--- config.mk ---
export PLATFORM = sky130hd
export DESIGN_NAME = counter_nb_flat
export DESIGN_NICKNAME = d
export VERILOG_FILES = /design/src/rtl/counter_nb_if.sv /design/src/rtl/counter_nb.sv /design/src/flat_wrapper.sv
export SDC_FILE = /design/constraint.sdc
export NUM_CORES = 1
export LEC_CHECK = 0
export ABC_CLOCK_PERIOD_IN_PS = 1550
export CAP_MARGIN = 20
export CORE_AREA = 8 8 45 47
export DETAILED_ROUTE_END_ITERATION = 8
export DIE_AREA = 0 0 53 55
export GPL_ROUTABILITY_DRIVEN = 0
export SKIP_CTS_REPAIR_TIMING = 1
export SLEW_MARGIN = 10
export SYNTH_ARGS = -nofsm -noshare
export SYNTH_HDL_FRONTEND = slang
export SYNTH_SLANG_ARGS = --single-unit
export TNS_END_PERCENT = 10
--- constraint.sdc ---
create_clock -name clk -period 1.55 [get_ports clk]
set_clock_uncertainty 0.15 [all_clocks]
set_input_delay 0.31 -clock clk [delete_from_list [all_inputs] [get_ports clk]]
set_output_delay 0.31 -clock clk [all_outputs]
set_load 0.03 [all_outputs]
--- src/rtl/counter_nb_if.sv ---
// Signal bundle for one counter_nb stage: control inputs plus count/carry/status outputs.
// The stage itself uses the slave modport; whatever drives it uses master.
interface counter_nb_if #(
    parameter int WIDTH = 4
);
    logic             en;
    logic             ci;
    logic             up;
    logic             load;
    logic [WIDTH-1:0] d;
    logic             oneshot;
    logic [WIDTH-1:0] q;
    logic             rc;
    logic             tc;
    logic             done;

    modport master (
        output en, ci, up, load, d, oneshot,
        input  q, rc, tc, done
    );

    modport slave (
        input  en, ci, up, load, d, oneshot,
        output q, rc, tc, done
    );
endinterface

--- src/rtl/counter_nb.sv ---
// Modulo-MODULUS counter with enable, cascade carry, saturating load and one-shot stop.
// Define COUNTER_NB_UPDOWN_EN to honour bus.up (down counting); otherwise up-only.
module counter_nb #(
    parameter int WIDTH   = 4,
    parameter int MODULUS = 16
) (
    input  logic        clk,
    input  logic        rst,
    counter_nb_if.slave bus
);

    typedef enum logic {
        RUN  = 1'b0,
        DONE = 1'b1
    } state_t;

    localparam logic [WIDTH-1:0] MAX_VAL = WIDTH'(MODULUS - 1);
    localparam logic [WIDTH:0]   MOD_EXT = (WIDTH + 1)'(MODULUS);

    state_t           state_q, state_d;
    logic [WIDTH-1:0] cnt_q, cnt_d;
    logic             done_q, done_d;

    logic [WIDTH-1:0] term_val;
    logic [WIDTH-1:0] load_val;
    logic [WIDTH-1:0] adv_val;
    logic             at_term;
    logic             step;

`ifdef COUNTER_NB_UPDOWN_EN
    logic dir_up;
    assign dir_up   = bus.up;
    assign term_val = dir_up ? MAX_VAL : '0;

    always_comb begin
        adv_val = '0;
        if (dir_up) begin
            adv_val = (cnt_q == MAX_VAL) ? '0 : cnt_q + 1'b1;
        end else begin
            adv_val = (cnt_q == '0) ? MAX_VAL : cnt_q - 1'b1;
        end
    end
`else
    logic unused_up;
    assign unused_up = bus.up;
    assign term_val  = MAX_VAL;

    always_comb begin
        adv_val = (cnt_q == MAX_VAL) ? '0 : cnt_q + 1'b1;
    end
`endif

    // Out-of-range load values clamp to the top of the range so q stays legal.
    assign load_val = ({1'b0, bus.d} < MOD_EXT) ? bus.d : MAX_VAL;
    assign at_term  = (cnt_q == term_val);
    assign step     = bus.en & bus.ci & (state_q == RUN);

    always_comb begin
        cnt_d   = cnt_q;
        state_d = state_q;
        done_d  = done_q;
        if (bus.load) begin
            cnt_d   = load_val;
            state_d = RUN;
            done_d  = 1'b0;
        end else if (step) begin
            if (at_term && bus.oneshot) begin
                state_d = DONE;
                done_d  = 1'b1;
            end else begin
                cnt_d = adv_val;
            end
        end
    end

    always_ff @(posedge clk or posedge rst) begin
        if (rst) begin
            cnt_q   <= '0;
            state_q <= RUN;
            done_q  <= 1'b0;
        end else begin
            cnt_q   <= cnt_d;
            state_q <= state_d;
            done_q  <= done_d;
        end
    end

    // rc is purely combinational so a whole chain advances on the same edge.
    assign bus.q    = cnt_q;
    assign bus.tc   = at_term | (state_q == DONE);
    assign bus.rc   = step & at_term;
    assign bus.done = done_q;

endmodule

--- src/flat_wrapper.sv ---
// flat-port wrapper written by rule: the top's interface ports become plain ports
module counter_nb_flat 
#(
    parameter int WIDTH   = 4,
    parameter int MODULUS = 16
)
  (clk, rst, bus_en, bus_ci, bus_up, bus_load, bus_d, bus_oneshot, bus_q, bus_rc, bus_tc, bus_done);
  counter_nb_if #(.WIDTH(WIDTH)) bus_i ();
  input  logic clk;
  input  logic rst;
  input wire logic [$bits(bus_i.en)-1:0] bus_en;
  input wire logic [$bits(bus_i.ci)-1:0] bus_ci;
  input wire logic [$bits(bus_i.up)-1:0] bus_up;
  input wire logic [$bits(bus_i.load)-1:0] bus_load;
  input wire logic [$bits(bus_i.d)-1:0] bus_d;
  input wire logic [$bits(bus_i.oneshot)-1:0] bus_oneshot;
  output wire logic [$bits(bus_i.q)-1:0] bus_q;
  output wire logic [$bits(bus_i.rc)-1:0] bus_rc;
  output wire logic [$bits(bus_i.tc)-1:0] bus_tc;
  output wire logic [$bits(bus_i.done)-1:0] bus_done;
  assign bus_i.en = bus_en;
  assign bus_i.ci = bus_ci;
  assign bus_i.up = bus_up;
  assign bus_i.load = bus_load;
  assign bus_i.d = bus_d;
  assign bus_i.oneshot = bus_oneshot;
  assign bus_q = bus_i.q;
  assign bus_rc = bus_i.rc;
  assign bus_tc = bus_i.tc;
  assign bus_done = bus_i.done;
  counter_nb #(.WIDTH(WIDTH), .MODULUS(MODULUS)) u_core (.clk(clk), .rst(rst), .bus(bus_i));
endmodule
==> summary by stage <==
Placement
Including well taps, the total number of placed cells is 77. The post-DP HPWL is ~920 um. The placed cell area is 598 sq um. The count of buffers inserted at the top-level ports is 16. Timing analysis after detailed placement gives a worst setup slack of -0.109 ns.

Flow run
The number of max-cap violations is 0.

Floorplanning
In this run the core area contains 14 standard-cell rows. For this configuration, the core starts out at a cell density of 0.265. The core region is about 0.0014 sq mm. The floorplan step set the die width to 53 um. The floorplan step set the die height to ~55 um. The floorplan step defined a die boundary enclosing between 0.002 and 0.003 sq mm. 18 I/O pins were placed.

Power
The worst vdd rail ir drop is 0.372 mV. Power comes to 0.521 mW. The reported leakage power is between 0.2 and 0.3 nW. For this design the ratio of total power to cell area is 806 mW/mm^2.

Worst setup path
The startpoint class of the critical path is an input pin. STA puts the critical path data required time at 1.09 ns. In this run the worst path has a maximum fanout of 2.

The signal on the critical path passes through clkdlybuf4s50_1 > nand3b_1 > nor2_4 > buf_6. Among all stages on the critical path, the largest delay is contributed by sky130_fd_sc_hd__clkdlybuf4s50_1. Counting buffers and inverters, the worst setup path is 4 cells deep. The type of element capturing the critical path is a primary output. The cell family contributing the most delay on the critical path is buffers and inverters. The worst stage delay on the critical path is 0.47 ns. The critical path is of the input pin to primary output type.

The arrival time reported for the critical path endpoint is 1.19 ns. The number of buffer and inverter stages on the critical path is 2. The cell count of the worst reg-to-reg path is 5.

Yosys
Counting every net in the synthesized netlist gives 51. Of the post-synthesis cell area, the dominant cell type holds 0.341. The number of register bits inferred by synthesis is 5. The xor and xnor fraction of the mapped netlist area is 0. After synthesis, the largest family of logic cells by area is simple AND/OR/NAND/NOR gates. The largest total area in the synthesized netlist belongs to sky130_fd_sc_hd__dfrtp_1. Synthesis produced a netlist whose cell count is 39. The cell area that synthesis handed to floorplanning was 367 sq um.

The complex-gate fraction of the synthesized area is 0.259. The area share of and/or/nand/nor cells after synthesis is 0.294. After synthesis, the cell types taking the most area are sky130_fd_sc_hd__dfrtp_1, sky130_fd_sc_hd__nand3b_4, sky130_fd_sc_hd__and4_1. During synthesis, Yosys emitted a total of 0 warnings. The number of distinct library cells after synthesis is 24. Of the synthesized area, sequential elements account for 0.341. A synthesized cell averages 9.40 sq um. Of the total synthesized cell area, the portion taken by full adders, half adders and majority gates is 0.0341. The multiplexer area fraction after synthesis is 0.

Timing
Setup repair after global routing could not meet its margin everywhere. The setup total negative slack is -0.137 ns. Subtracting the final worst setup slack from the clock period gives 1.65 ns. At the pin with the least slew margin, the transition time is 0.323 ns. In the post-route analysis, the smallest setup slack over all paths is -0.0987 ns. The final setup violation count is 2.

For this run, the top clock speed supported by timing is 0.607 GHz. The hold violation count in the final report is 0. The worst pin sits at a relative slew slack of 0.785. Of the available clock period, the critical path in the final layout requires 1.06. The number of max-slew violations in the final report is 0. The worst hold margin is 0.133 ns.

Cells and area
In the final layout, the share of cells above drive strength 1 is 0.385. Excluding fillers, the count of instances in the completed layout stands at 81. The leading cell type in the layout, fill and taps excluded is sky130_fd_sc_hd__buf_4. The post-layout utilization of the core is 0.467. The final layout contains 78 nets. The area growth from synthesis to final layout is 76.5%.

The repair_antennas step left the layout with diodes totalling 0. Once layout is done, the placed cells without fillers occupy ~650 sq um. In the layout the commonest cells are sky130_fd_sc_hd__buf_4, sky130_fd_sc_hd__clkdlybuf4s50_1, sky130_fd_sc_hd__inv_1.

Routing
The number of DRC markers after the initial detailed-route iteration is 5. After detailed routing, the average wire length per cell comes to 15.0 um. The detailed router placed 404 vias in this run. The detail route stage leaves a number of antenna-violating nets equal to 0. The top routing layer in use is met4.

The total wire length is 1.21 mm. The vias per cell is 4.99. The post-route met1 wirelength is 555 um. The total met3 wirelength after detailed routing is between 60 and 70 um. The number of iterations in the first detailed-routing pass is 4.

After detailed routing, the number of remaining DRC violations is 0. The met2 wirelength from detailed routing is between 500 and 600 um.

Clock network
The latest clock arrival within the worst-skew pair is 0.24 ns. The tree is rooted in a sky130_fd_sc_hd__clkbuf_4. The maximum level of the CTS H-tree is 1.

Counting along the longest clock path gives a buffer depth of 2. The clock sink total is 5. After clock tree synthesis, the clock-pin slew on the worst setup and hold paths is 0.05 ns. Buffers inserted during clock tree synthesis total 3.

The CTS tree is yes.

Global route
Entering global routing, the biggest net connects 10 pins. The global routing usage summed across all routing layers is 0.0919. The number of global-route vias before repair is roughly 430. The leftover overflow at the end of global routing is 0. The first global-routing pass estimated about 2.0 mm of wire. The number of antenna violations at the first check in global routing was 0.

Status
The final reports fail on setup timing. The run finished, with violations left.

Worst hold path
The min-delay analysis places its worst path in the category input pin to asynchronous set/reset pin.
[metal layers]
layer | GRT usage | vias up
met1 | 0.125 | 190
li1 | - | 202
met5 | 0 | -
met4 | 0.0776 | 0
met3 | 0.0160 | 2
met2 | 0.121 | 10
[final cells by class]
type	instances	area, sq um
repair buffers	23	208
inverters	4	15.0
fillers	147	737
multi-input cells	29	250
flip-flops and latches	5	128
clock buffers	4	26.3
well taps	16	20.0
[sequential cells by signal (all words and copies together), names as in the netlist]
signal and cells:
u_core.state_q 1, u_core.bus.q 4
[worst reg2reg max path, delay by kind of cell (launching register included)]
| kind | cells | cell delay, ns |
|---|---|---|
| flip-flops | 1 | 0.39 |
| AND/OR/NAND/NOR | 2 | 0.36 |
| AO/OA/AOI/OAI | 1 | 0.18 |
| adder cells (fa/ha/maj) | 1 | 0.16 |
| buffers and inverters | 1 | 0.12 |
[cells in the mapped netlist]
cell	number
sky130_fd_sc_hd__a211oi_2	1
sky130_fd_sc_hd__a21oi_1	2
sky130_fd_sc_hd__a2bb2oi_1	1
sky130_fd_sc_hd__a31oi_1	2
sky130_fd_sc_hd__and3b_1	1
sky130_fd_sc_hd__and4_1	2
sky130_fd_sc_hd__buf_6	1
sky130_fd_sc_hd__dfrtp_1	5
sky130_fd_sc_hd__ha_1	1
sky130_fd_sc_hd__inv_1	4
sky130_fd_sc_hd__nand2_1	3
sky130_fd_sc_hd__nand3_1	2
sky130_fd_sc_hd__nand3b_1	1
sky130_fd_sc_hd__nand3b_4	1
sky130_fd_sc_hd__nand4b_1	1
sky130_fd_sc_hd__nor2_1	2
sky130_fd_sc_hd__nor3_1	2
sky130_fd_sc_hd__o211a_1	1
sky130_fd_sc_hd__o21ai_0	1
sky130_fd_sc_hd__o22ai_1	1
sky130_fd_sc_hd__o2bb2ai_1	1
sky130_fd_sc_hd__o31ai_2	1
sky130_fd_sc_hd__o32ai_1	1
sky130_fd_sc_hd__or2_1	1
[where the power goes]
| group | internal, mW | switching (mW) | leakage [nW] |
|---|---|---|---|
| Sequential | 0.145 | 0.0138 | 0.0579 |
| Combinational | 0.0998 | 0.106 | 0.225 |
| Clock | 0.0977 | 0.0592 | 0.0150 |
| Total | 0.342 | 0.179 | 0.297 |
[logic make-up after synthesis]
kind of cell,Yosys count
compound gates,12
fa+ha+maj,1
buf+inv,5
flops,5
simple gates,16
[path summary, 6_finish.rpt]
| kind | end | slack [ns] | startpoint |
|---|---|---|---|
| max | bus_rc | -0.1 | bus_ci |
| min | u_core.state_q$_DFFE_PP0P_ | 0.13 | rst |
| max reg2reg | u_core.bus.q[1]$_DFFE_PP0P_ | 0.12 | u_core.bus.q[1]$_DFFE_PP0P_ |
| min reg2reg | u_core.state_q$_DFFE_PP0P_ | 0.47 | u_core.state_q$_DFFE_PP0P_ |
| max in group asynchronous | u_core.bus.q[1]$_DFFE_PP0P_ | 0.91 | rst |
| min in group clk | u_core.state_q$_DFFE_PP0P_ | 0.47 | u_core.state_q$_DFFE_PP0P_ |
Note: power is estimated with default switching activity, not from simulation.
